**src/rtl/vrased_monitor_gen.sv**
```systemverilog
// vrased_monitor_gen: parametrised VRASED-style hardware monitor.
// Checks CPU and DMA accesses against a protected region map and enforces
// atomic execution of the trusted SMEM code. On a violation it drives a
// stretched reset that is held until the CPU reaches the reset handler.
// The cause, region and count of violations are kept for later inspection.
module vrased_monitor_gen #(
    parameter int                    N_REG         = 4,
    parameter logic [16*N_REG-1:0]   REG_BASE      = {16'h6A00, 16'h0400, 16'h0230, 16'h0000},
    parameter logic [16*N_REG-1:0]   REG_SIZE      = {16'h001F, 16'h0C00, 16'h0020, 16'h0000},
    parameter logic [N_REG-1:0]      REG_RD_OK     = 4'b0000,
    parameter logic [N_REG-1:0]      REG_WR_OK     = 4'b0000,
    parameter logic [N_REG-1:0]      REG_DMA_OK    = 4'b0000,
    parameter logic [15:0]           SMEM_BASE     = 16'hA000,
    parameter logic [15:0]           SMEM_SIZE     = 16'h4000,
    parameter logic [15:0]           LST_ADDR      = 16'hA048,
    parameter logic [15:0]           RESET_HANDLER = 16'h0000,
    parameter int                    RESET_CYCLES  = 4,
    parameter int                    CNT_W         = 8
) (
    input  logic             clk,
    input  logic             reset,
    input  logic [15:0]      pc,
    input  logic             data_en,
    input  logic             data_wr,
    input  logic [15:0]      data_addr,
    input  logic             dma_en,
    input  logic [15:0]      dma_addr,
    input  logic             irq,
    output logic             vrf_reset,
    output logic [2:0]       viol_cause,
    output logic [2:0]       viol_region,
    output logic [CNT_W-1:0] viol_count
);

    typedef enum logic [1:0] {
        RUN  = 2'd0,
        KILL = 2'd1,
        HOLD = 2'd2
    } state_t;

    localparam logic [15:0] KILL_LOAD = 16'(RESET_CYCLES - 1);

    state_t             state_q, state_d;
    logic [15:0]        cnt_q, cnt_d;
    logic               vrf_reset_q, vrf_reset_d;
    logic [2:0]         viol_cause_q, viol_cause_d;
    logic [2:0]         viol_region_q, viol_region_d;
    logic [CNT_W-1:0]   viol_count_q, viol_count_d;
    logic [15:0]        prev_pc_q, prev_pc_d;
    logic               prev_in_smem_q, prev_in_smem_d;

    logic               trusted;
    logic [7:0]         rd_bad;
    logic [7:0]         wr_bad;
    logic [7:0]         dma_bad;
    logic [2:0]         cause_now;
    logic [2:0]         region_now;

    // Range check done in 17 bits so base+size never wraps around.
    function automatic logic in_range(input logic [15:0] addr,
                                      input logic [15:0] base,
                                      input logic [15:0] size);
        logic [16:0] lo;
        logic [16:0] hi;
        lo = {1'b0, base};
        hi = {1'b0, base} + {1'b0, size};
        return ({1'b0, addr} >= lo) && ({1'b0, addr} < hi);
    endfunction

    // Index of the lowest set bit; callers only use it on a non-zero mask.
    function automatic logic [2:0] lowest(input logic [7:0] mask);
        logic [2:0] idx;
        idx = 3'd0;
        for (int i = 7; i >= 0; i--) begin
            if (mask[i]) begin
                idx = i[2:0];
            end
        end
        return idx;
    endfunction

    // Decode the trusted window and the per-region permission misses.
    always_comb begin
        trusted = in_range(pc, SMEM_BASE, SMEM_SIZE);
        rd_bad  = 8'b0;
        wr_bad  = 8'b0;
        dma_bad = 8'b0;
        for (int i = 0; i < N_REG; i++) begin
            rd_bad[i]  = in_range(data_addr, REG_BASE[16*i +: 16], REG_SIZE[16*i +: 16]) && !REG_RD_OK[i];
            wr_bad[i]  = in_range(data_addr, REG_BASE[16*i +: 16], REG_SIZE[16*i +: 16]) && !REG_WR_OK[i];
            dma_bad[i] = in_range(dma_addr,  REG_BASE[16*i +: 16], REG_SIZE[16*i +: 16]) && !REG_DMA_OK[i];
        end
    end

    // Pick the highest-priority violation present this cycle (0 = none).
    always_comb begin
        cause_now  = 3'd0;
        region_now = 3'd0;
        if (data_en && !data_wr && !trusted && (|rd_bad)) begin
            cause_now  = 3'd1;
            region_now = lowest(rd_bad);
        end else if (data_en && data_wr && !trusted && (|wr_bad)) begin
            cause_now  = 3'd2;
            region_now = lowest(wr_bad);
        end else if (dma_en && (|dma_bad)) begin
            cause_now  = 3'd3;
            region_now = lowest(dma_bad);
        end else if (dma_en && trusted) begin
            cause_now  = 3'd4;
        end else if (irq && trusted) begin
            cause_now  = 3'd5;
        end else if (!prev_in_smem_q && trusted && (pc != SMEM_BASE)) begin
            cause_now  = 3'd6;
        end else if (prev_in_smem_q && !trusted && (prev_pc_q != LST_ADDR)) begin
            cause_now  = 3'd7;
        end
    end

    // Next-state logic for the RUN/KILL/HOLD sequence and the sticky log.
    always_comb begin
        state_d        = state_q;
        cnt_d          = cnt_q;
        vrf_reset_d    = 1'b0;
        viol_cause_d   = viol_cause_q;
        viol_region_d  = viol_region_q;
        viol_count_d   = viol_count_q;
        prev_pc_d      = RESET_HANDLER;
        prev_in_smem_d = 1'b0;
        case (state_q)
            RUN: begin
                prev_pc_d      = pc;
                prev_in_smem_d = trusted;
                if (cause_now != 3'd0) begin
                    state_d       = KILL;
                    cnt_d         = KILL_LOAD;
                    vrf_reset_d   = 1'b1;
                    viol_cause_d  = cause_now;
                    viol_region_d = region_now;
                    if (viol_count_q != {CNT_W{1'b1}}) begin
                        viol_count_d = viol_count_q + CNT_W'(1);
                    end
                end
            end
            KILL: begin
                vrf_reset_d = 1'b1;
                if (cnt_q == 16'd0) begin
                    state_d = HOLD;
                end else begin
                    cnt_d = cnt_q - 16'd1;
                end
            end
            HOLD: begin
                vrf_reset_d = 1'b1;
                if (pc == RESET_HANDLER) begin
                    state_d     = RUN;
                    vrf_reset_d = 1'b0;
                end
            end
            default: begin
                state_d = RUN;
            end
        endcase
    end

    // State, outputs and previous-PC tracking, all cleared by reset.
    always_ff @(posedge clk) begin
        if (reset) begin
            state_q        <= RUN;
            cnt_q          <= 16'd0;
            vrf_reset_q    <= 1'b0;
            viol_cause_q   <= 3'd0;
            viol_region_q  <= 3'd0;
            viol_count_q   <= '0;
            prev_pc_q      <= RESET_HANDLER;
            prev_in_smem_q <= 1'b0;
        end else begin
            state_q        <= state_d;
            cnt_q          <= cnt_d;
            vrf_reset_q    <= vrf_reset_d;
            viol_cause_q   <= viol_cause_d;
            viol_region_q  <= viol_region_d;
            viol_count_q   <= viol_count_d;
            prev_pc_q      <= prev_pc_d;
            prev_in_smem_q <= prev_in_smem_d;
        end
    end

    assign vrf_reset   = vrf_reset_q;
    assign viol_cause  = viol_cause_q;
    assign viol_region = viol_region_q;
    assign viol_count  = viol_count_q;

endmodule

```
**config.mk**
```make
export PLATFORM = sky130hd
export DESIGN_NAME = vrased_monitor_gen
export DESIGN_NICKNAME = d
export VERILOG_FILES = /design/src/rtl/vrased_monitor_gen.sv
export SDC_FILE = /design/constraint.sdc
export NUM_CORES = 1
export LEC_CHECK = 0
export BUFFER_PORTS_ARGS = -buffer_cell sky130_fd_sc_hd__buf_2
export CAP_MARGIN = 20
export CORE_MARGIN = 2
export CORE_UTILIZATION = 52
export CTS_CLUSTER_SIZE = 8
export DETAILED_ROUTE_END_ITERATION = 6
export PLACE_DENSITY = 0.8
export SLEW_MARGIN = 20
export SYNTH_ARGS = -nofsm -noshare
export SYNTH_HDL_FRONTEND = slang
export SYNTH_SLANG_ARGS = --single-unit
export TNS_END_PERCENT = 100
```
**constraint.sdc**
```tcl
create_clock -name clk -period 3.6 [get_ports clk]
set_input_delay 0.54 -clock clk [delete_from_list [all_inputs] [get_ports clk]]
set_output_delay 0.54 -clock clk [all_outputs]
set_load 0.05 [all_outputs]
```
==> out/qor.yml, run 1 <==
critical_path:
  cp_top_family: "simple AND/OR/NAND/NOR gates"
  reg2reg_from: "cnt_q[9]"
  cpPeakStageDelay_ns: 0.52
  cp.arrival_ns: 3.07
  r2r_cells: 6
  crit_slowest_cell: "o41ai_4"
  crit_end: "cnt_q[4]"
  path_max_fanout: 10
  startpoint_type: "flip-flop"
  critPathCaptureType: "flip-flop"
  critical_path_cell_count: 6
  crit_required_ns: 3.81
  critPathKind: "reg2reg"
  crit-reg2reg-capture: "cnt_q[4]"
  crit_path_start: "cnt_q[9]"
  cp_num_buf_inv: 0
  cp_cell_sequence: "or3_1, or4_4, or3_4, o41ai_4, a31oi_1, a311oi_1"
  reg2reg_slack_ns: 0.74
route:
  wire_per_inst_um: 14.04
  firstDrtPassIters: 4
  ant_nets: 0
  drtIter0Drc: 110
  totalWireLength_um: 5715
  num_vias: 2445
  vias_per_cell: 6.007
  drc_errors: 0
power:
  p_leak_nw: 1.266
  p_per_area_mw_per_mm2: 732.1
  max-vdd-ir-drop_mv: 0.3693
global_route:
  grt_overflow: 0
  grt_max_degree: 31
  track_usage_pct: 23.92
  grt_pass1_wl_um: 10180
  antenna_found_initial: 0
  grt_pass1_vias: 2339
synth:
  ys_seq_elements: 49
  ys_types: 58
  synth-edff-count: 0
  synth_area_per_cell_um2: 8.570
  async_flop_share_pct: 0
  syn-num-nets: 342
  yosys_most_used_dff: "dfxtp_1"
  synth_warnings: 0
  synth_seq_area_share_pct: 40.02
  synthCells: 286
  syn_area_mm2: 0.002451
finish:
  drive_gt1_share_pct: 25.07
  final_common_cell: "buf_2"
  final_nets: 410
  syn_to_final_growth_pct: 19.45
  antenna_cells: 0
  layout_common_cells: "buf_2, dfxtp_1, nor2_1, nand2_1, and3_1"
floorplan:
  num_rows: 24
  ioPinCount: 69
  die_y_um: 72.66
  die-area_mm2: 0.005279
  dieWidth_um: 72.66
  coreArea_mm2: 0.004444
  start_util_pct: 55.15
placement:
  gp_congestion: 0.8532
  dp_hpwl_um: 4277
  port_buffers: 67
  dp_worst_setup_slack_ns: 0.4465
timing:
  fmax_mhz: 349.2
  grt_setup_unrepaired: "no"
  hold_violations: 0
  worst_slew_pin_slew_ns: 0.6904
  finalMaxSlewViolations: 0
  finalClockSkew_ns: 0.01131
  period_needed_ns: 2.864
  relSlewSlack_pct: 53.80
  setup_ws_ns: 0.7361
  fin_setup_tns_ns: 0
  finalCritPeriodShare_pct: 79.55
  finalSetupViolCount: 0
cts:
  cts_tree: "done"
  cts_resized: 0
  clock_latency_ns: 0.30
  cts_buffers: 5
  cts_max_level: 2
  clk_pin_slew_ns: 0.09
  clk_path_buf_depth: 2
  ctsHoldBuffers: 0
  cts_sinks: 49
  cts_setup_buffers: 0
  cts-root-buf: "clkbuf_8"
flow_run:
  maxCapViolCount: 0
worst_hold_path:
  min_path_type: "reg2reg"
  min-delay-start: "cnt_q[11]"
run_status:
  outcome: "finished clean"
power breakdown:
| group | switching, W | internal (W) |
|---|---|---|
| Combinational | 0.000635 | 0.000396 |
| Sequential | 0.000125 | 0.000682 |
| Clock | 0.000168 | 0.000138 |
layout make-up:
| type | instances | area, um^2 |
|---|---|---|
| Tap cell | 52 | 65.06 |
| Timing Repair Buffer | 72 | 372.9 |
| Sequential cell | 49 | 980.9 |
| Inverter | 7 | 26.28 |
| Fill cell | 378 | 1516 |
| Clock buffer | 7 | 76.32 |
| Multi-Input combinational cell | 219 | 1399 |
| Clock inverter | 1 | 7.507 |
flip-flops by register name, summed over array words and instances (netlist names):
name,count
prev_in_smem_q,1
cnt_q,16
prev_pc_q,16
state_q,2
viol_region,2
viol_cause,3
viol_count,8
vrf_reset,1
logic make-up (layout without fill, tap and decap cells):
group	Yosys count	count (layout)	synth area share, %
flops	49	49	40.02
xor+xnor	2	2	0.7148
compound gates	79	79	23.48
simple gates	131	131	29.96
fa+ha+maj	2	2	1.021
buf+inv	18	87	2.910
other cells	1	1	0.1530
mux	4	4	1.736
metal layers:
layer  global-route usage [%]  wire, um  share of wire (%)  up-vias
met5                        0         0                  0        -
met4                    7.202       101                1.8        0
met3                    4.972       321                5.6       12
met2                    40.91      2681                 47       66
met1                    30.33      2610                 46     1129
li1                         -         -                  -     1238
cells in the mapped netlist (2+ instances only):
cell type  count  area share, %
nor4b_1        5            1.8
a21oi_1       12            2.5
nor2b_1        2           0.51
o41a_1         2           0.92
and3_1        19            4.8
or3_1          4            1.0
nand4_1        6            1.5
a31oi_1        8            2.0
nor4_1         8            2.0
o21ai_0       18            3.7
nand2_1       20            3.1
buf_1          2           0.31
a21o_1         4            1.2
o311ai_0       2           0.71
nor2_1        28            4.3
clkbuf_1       8            1.2
o21a_1         3           0.92
dfxtp_1       49             40
mux2_2         2           0.92
o41ai_1        2           0.71
a311oi_1      10            3.6
nor3_1         7            1.4
nand3b_1       5            1.5
ha_1           2            1.0
or4_1          3           0.92
nand3_1        9            1.8
nand2b_1       2           0.51
and2_1         2           0.51
or4b_1         3            1.2
a211oi_1       4            1.2
inv_1          7            1.1
mux2i_1        2           0.82
per-stage QoR:
step	cells	hold slack, ns	utilization, %	area (um^2)	power [W]
6_report	407	0.4637	65.88	2928	0.002143
3_3_place_gp	399	0.4450	63.99	2844	0.001821
4_1_cts	407	0.4664	65.88	2928	0.002144
2_1_floorplan	286	0.4247	-	2451	0.001586
5_1_grt	407	0.4704	65.88	2928	0.002328
3_5_place_dp	399	0.4580	63.99	2844	0.001835
how the worst min path moves through the flow:
stage / end / slack, ns / cells past startpoint
after floorplan: cnt_q[11] / 0.42 / 1
final: cnt_q[11] / 0.46 / 1
after detailed placement: cnt_q[11] / 0.46 / 1
after CTS: prev_pc_q[5] / 0.47 / 2
after global routing: prev_pc_q[0] / 0.47 / 2
after global placement: cnt_q[11] / 0.45 / 1
No activity file was read; power rests on OpenSTA's default activity.
==> run 2, diff against run 1 <==
Clock period 3.6 ns to 2.9 ns, I/O delays scaled along.
==> out/qor.yml, run 2 (synthesized netlist as in run 1, its figures left out) <==
power:
  netSwitchingPower_w: 0.001188  # was 0.0009282 W
  clock_power_share_pct: 17.7  # was 14.3%
  netSwitchingFraction_pct: 41.98  # was 43.31%
  p_int_w: 0.001642  # was 0.001215 W
  max-vdd-ir-drop_mv: 0.6266  # was 0.3693 mV
  combPwrFrac_pct: 46.7  # was 48.1%
  power.share.sequential_pct: 35.6  # was 37.6%
  p_leak_nw: 1.311  # was 1.266 nW
  p_per_area_mw_per_mm2: 940.6  # was 732.1 mW/mm^2
timing:
  finalMaxSlewViolations: 0  # unchanged
  finalSetupViolCount: 0  # unchanged
  hold_violations: 0  # unchanged
  finalClockSkew_ns: 0.007571  # was 0.01131 ns
  finalCritPeriodShare_pct: 92.29  # was 79.55%
  grt_setup_unrepaired: "no"  # unchanged
  period_needed_ns: 2.676  # was 2.864 ns
  relSlewSlack_pct: 45.82  # was 53.80%
  worst_slew_pin_slew_ns: 0.8018  # was 0.6904 ns
  fmax_mhz: 373.6  # was 349.2 MHz
finish:
  antenna_cells: 0  # unchanged
  layout_common_cells: "buf_2, dfxtp_1, nor2_1, nand2_1, and3_1"  # unchanged
  fin_util_pct: 67.71  # was 65.88%
  post-route-cell-area_mm2: 0.003009  # was 0.002928 mm^2
  syn_to_final_growth_pct: 22.77  # was 19.45%
  drive_gt1_share_pct: 26.87  # was 25.07%
  final_common_cell: "buf_2"  # unchanged
  final_nets: 416  # was 410
critical_path:
  cp_cell_sequence: "or3_1, or4_4, or3_4, o41ai_4, buf_4, nor3_1, nand2b_1, a311oi_1"  # was or3_1, or4_4, or3_4, o41ai_4, a31oi_1, a311oi_1
  cpPeakStageDelay_ns: 0.46  # was 0.52 ns
  reg2reg_from: "cnt_q[9]"  # unchanged
  cp.arrival_ns: 2.89  # was 3.07 ns
  startpoint_type: "flip-flop"  # unchanged
  critPathCaptureType: "flip-flop"  # unchanged
  crit_slowest_cell: "or4_4"  # was o41ai_4
  crit_path_start: "cnt_q[9]"  # unchanged
  crit_required_ns: 3.11  # was 3.81 ns
  path_max_fanout: 9  # was 10
  critPathKind: "reg2reg"  # unchanged
cts:
  cts_setup_buffers: 0  # unchanged
  ctsHoldBuffers: 0  # unchanged
  cts_buffers: 5  # unchanged
  clk_path_buf_depth: 2  # unchanged
  clock_latency_ns: 0.30  # about the same
  cts_sinks: 49  # unchanged
  cts_tree: "done"  # unchanged
  cts_resized: 0  # unchanged
  cts-root-buf: "clkbuf_8"  # unchanged
  clk_pin_slew_ns: 0.09  # about the same
  cts_max_level: 2  # unchanged
placement:
  placed_cell_area_mm2: 0.002889  # was 0.002844 mm^2
  gp_congestion: 0.8313  # was 0.8532
  dp_hpwl_um: 4520  # was 4277 um
  port_buffers: 67  # unchanged
global_route:
  grt_pass1_vias: 2318  # was 2339
  grt_overflow: 0  # unchanged
  grt_max_degree: 30  # was 31
  track_usage_pct: 24.29  # was 23.92%
  antenna_found_initial: 0  # unchanged
  grt_pass1_wl_um: 10290  # was 10180 um
route:
  firstDrtPassIters: 4  # unchanged
  vias_per_cell: 5.993  # was 6.007
  drtIter0Drc: 127  # was 110
  totalWireLength_um: 6070  # was 5715 um
  drc_errors: 0  # unchanged
  ant_nets: 0  # unchanged
  num_vias: 2475  # was 2445
  wire_per_inst_um: 14.70  # was 14.04 um
worst_hold_path:
  min_path_type: "in2reg"  # was reg2reg
  min-delay-start: "pc[4]"  # was cnt_q[11]
floorplan:
  dieWidth_um: 72.66  # unchanged
  ioPinCount: 69  # unchanged
  die_y_um: 72.66  # unchanged
  num_rows: 24  # unchanged
  coreArea_mm2: 0.004444  # unchanged
  die-area_mm2: 0.005279  # unchanged
  start_util_pct: 55.15  # unchanged
run_status:
  outcome: "finished clean"  # unchanged
flow_run:
  maxCapViolCount: 0  # unchanged
-- run 2: cell count changes in the layout (fill, tap and decap cells not counted) --
cell,delta
buf_4,+6
bufinv_16,+1
clkbuf_1,-2
clkbuf_8,+1
-- run 2: final timing paths --
path,end,cells after the start,slack [ns]
max,cnt_q[10],8,0.22
min,prev_pc_q[4],2,0.38
max reg2reg,cnt_q[10],8,0.22
min reg2reg,cnt_q[11],1,0.47
-- run 2: per-stage QoR --
step	setup TNS [ns]	hold slack [ns]	instances	worst slack (ns)	power, W
4_1_cts	0	0.3670	413	0.2074	0.002821
2_1_floorplan	0	0.4247	286	0.1581	0.001969
3_5_place_dp	-0.02524	0.4508	405	-0.02524	0.002310
5_1_grt	0	0.3594	413	0.01644	0.003036
3_3_place_gp	-0.002129	0.4444	405	-0.002129	0.002293
6_report	0	0.3761	413	0.2236	0.002831
-- run 2: layout make-up --
class | count | area (um^2)
clock inverter | 2 | 37.54
inverter | 7 | 26.28
timing repair buffer | 78 | 417.9
tap | 52 | 65.06
fill | 407 | 1435
clock buffer | 6 | 82.58
multi-input combinational | 219 | 1399
sequential | 49 | 980.9
-- run 2: worst max-delay path, delay by kind of cell (launching register included) --
family                 cells  cell delay [ns]
buffers and inverters      1             0.24
AND/OR/NAND/NOR            5             1.46
flip-flops                 1             0.35
AO/OA/AOI/OAI              2             0.53
-- run 2: power groups by stage --
stage	clock (W)	combinational [W]	sequential, W
2_1_floorplan	0	0.000929	0.00104
3_3_place_gp	0	0.00128	0.00101
3_5_place_dp	0	0.00129	0.00102
4_1_cts	0.000512	0.00131	0.00100
5_1_grt	0.000545	0.00146	0.00103
6_report	0.000502	0.00132	0.00101
-- run 2: metal layers --
layer | routed length, um | global-route usage, % | vias up
met1 | 2854 | 31.39 | 1158
met4 | 80 | 6.996 | 0
li1 | - | - | 1244
met3 | 301 | 5.110 | 10
met5 | 0 | 0 | -
met2 | 2834 | 41.01 | 63
==> run 3, diff against run 2 <==
Settings changed: PLACE_DENSITY 0.8 to 0.86.
==> out/qor.yml, run 3 (synthesized netlist as in run 1, its figures left out) <==
run_status:
  outcome: "finished clean"  # unchanged
route:
  firstDrtPassIters: 4  # unchanged
  num_vias: 2530  # was 2475
  drc_errors: 0  # unchanged
  wire_per_inst_um: 15.43  # was 14.70 um
  drtIter0Drc: 273  # was 127
  vias_per_cell: 6.126  # was 5.993
  ant_nets: 0  # unchanged
  totalWireLength_um: 6374  # was 6070 um
cts:
  clk_path_buf_depth: 2  # unchanged
  clk_pin_slew_ns: 0.09  # about the same
  cts_resized: 0  # unchanged
  cts_tree: "done"  # unchanged
  cts-root-buf: "clkbuf_8"  # unchanged
  ctsHoldBuffers: 0  # unchanged
  cts_max_level: 2  # unchanged
  clock_latency_ns: 0.30  # about the same
  cts_sinks: 49  # unchanged
  cts_buffers: 5  # unchanged
  cts_setup_buffers: 0  # unchanged
floorplan:
  num_rows: 24  # unchanged
  coreArea_mm2: 0.004444  # unchanged
  dieWidth_um: 72.66  # unchanged
  die_y_um: 72.66  # unchanged
  die-area_mm2: 0.005279  # unchanged
  start_util_pct: 55.15  # unchanged
  ioPinCount: 69  # unchanged
critical_path:
  crit_required_ns: 3.10  # was 3.11 ns
  path_max_fanout: 10  # was 9
  crit_slowest_cell: "or4_4"  # unchanged
  cp.arrival_ns: 2.94  # was 2.89 ns
  startpoint_type: "flip-flop"  # unchanged
  cpPeakStageDelay_ns: 0.45  # was 0.46 ns
  cp_cell_sequence: "or3_1, or4_4, or3_4, o41ai_4, buf_4, a31oi_1, a311oi_1"  # was or3_1, or4_4, or3_4, o41ai_4, buf_4, nor3_1, nand2b_1, a311oi_1
  r2r_cells: 7  # was 8
  critPathCaptureType: "flip-flop"  # unchanged
  critPathKind: "reg2reg"  # unchanged
placement:
  dp_hpwl_um: 4736  # was 4520 um
  gp_congestion: 0.8798  # was 0.8313
  port_buffers: 67  # unchanged
  dp_worst_setup_slack_ns: -0.07404  # was -0.02524 ns
finish:
  final_nets: 416  # unchanged
  drive_gt1_share_pct: 27.15  # was 26.87%
  final_common_cell: "buf_2"  # unchanged
  syn_to_final_growth_pct: 22.05  # was 22.77%
  layout_common_cells: "buf_2, dfxtp_1, nor2_1, nand2_1, and3_1"  # unchanged
  fillCellCount: 369  # was 407
  antenna_cells: 0  # unchanged
power:
  p_leak_nw: 1.307  # was 1.311 nW
  totalPowerFinal_w: 0.002763  # was 0.002831 W
  p_per_area_mw_per_mm2: 923.7  # was 940.6 mW/mm^2
  max-vdd-ir-drop_mv: 0.6217  # was 0.6266 mV
global_route:
  track_usage_pct: 25.76  # was 24.29%
  antenna_found_initial: 0  # unchanged
  grt_pass1_vias: 2441  # was 2318
  grt_overflow: 0  # unchanged
  grt_max_degree: 30  # unchanged
  grt_pass1_wl_um: 10830  # was 10290 um
timing:
  finalSetupViolCount: 0  # unchanged
  fmax_mhz: 365.4  # was 373.6 MHz
  fin_setup_tns_ns: 0  # unchanged
  finalCritPeriodShare_pct: 94.36  # was 92.29%
  finalMaxSlewViolations: 0  # unchanged
  worst_slew_pin_slew_ns: 0.6327  # was 0.8018 ns
  hold_violations: 0  # unchanged
  finalClockSkew_ns: 0.007747  # was 0.007571 ns
  relSlewSlack_pct: 57.77  # was 45.82%
  setup_ws_ns: 0.1636  # was 0.2236 ns
  period_needed_ns: 2.736  # was 2.676 ns
  grt_setup_unrepaired: "no"  # unchanged
flow_run:
  maxCapViolCount: 0  # unchanged
worst_hold_path:
  worst_hold_path.num_cells: 2  # unchanged
  min_path_type: "in2reg"  # unchanged
## run 3: power by group
group,internal [W],switching (W)
registers,0.000846,0.000165
logic,0.000513,0.000816
clock network,0.000194,0.000230
total,0.00155,0.00121
## run 3: worst max-delay path, delay by kind of cell, from the launching register on
family | cells | cell delay (ns)
simple gates | 3 | 1.23
compound gates | 3 | 0.80
flops | 1 | 0.36
buf+inv | 1 | 0.23
## run 3: metal layers
metal	up-vias	wire, um	track usage (%)
met1	1171	2786	32.44
met4	0	176	12.96
met5	-	0	0
li1	1246	-	-
met2	95	3023	42.02
met3	18	388	4.972
## run 3: path summary, 6_finish.rpt
check / slack, ns / to / from
worst min register to register: 0.47 / cnt_q[11] / cnt_q[11]
worst min-delay path: 0.37 / prev_pc_q[3] / pc[3]
worst max-delay path: 0.16 / cnt_q[3] / cnt_q[9]
worst max register to register: 0.16 / cnt_q[3] / cnt_q[9]
## run 3: through the flow
step / utilization, % / hold WS [ns] / cell area (um^2) / cells
2_1_floorplan: - / 0.4247 / 2451 / 286
3_3_place_gp: 65.01 / 0.4518 / 2889 / 405
3_5_place_dp: 65.01 / 0.4575 / 2889 / 405
4_1_cts: 67.17 / 0.3651 / 2985 / 413
5_1_grt: 67.31 / 0.3605 / 2992 / 413
6_report: 67.31 / 0.3706 / 2992 / 413
## run 3: cell type report
| cell class | instances | area, um^2 | area share (%) |
|---|---|---|---|
| tap | 52 | 65.06 | 2.175 |
| timing repair buffer | 78 | 417.9 | 13.97 |
| clock inverter | 2 | 13.76 | 0.4601 |
| sequential | 49 | 980.9 | 32.79 |
| clock buffer | 6 | 82.58 | 2.760 |
| multi-input combinational | 219 | 1405 | 46.97 |
| inverter | 7 | 26.28 | 0.8783 |
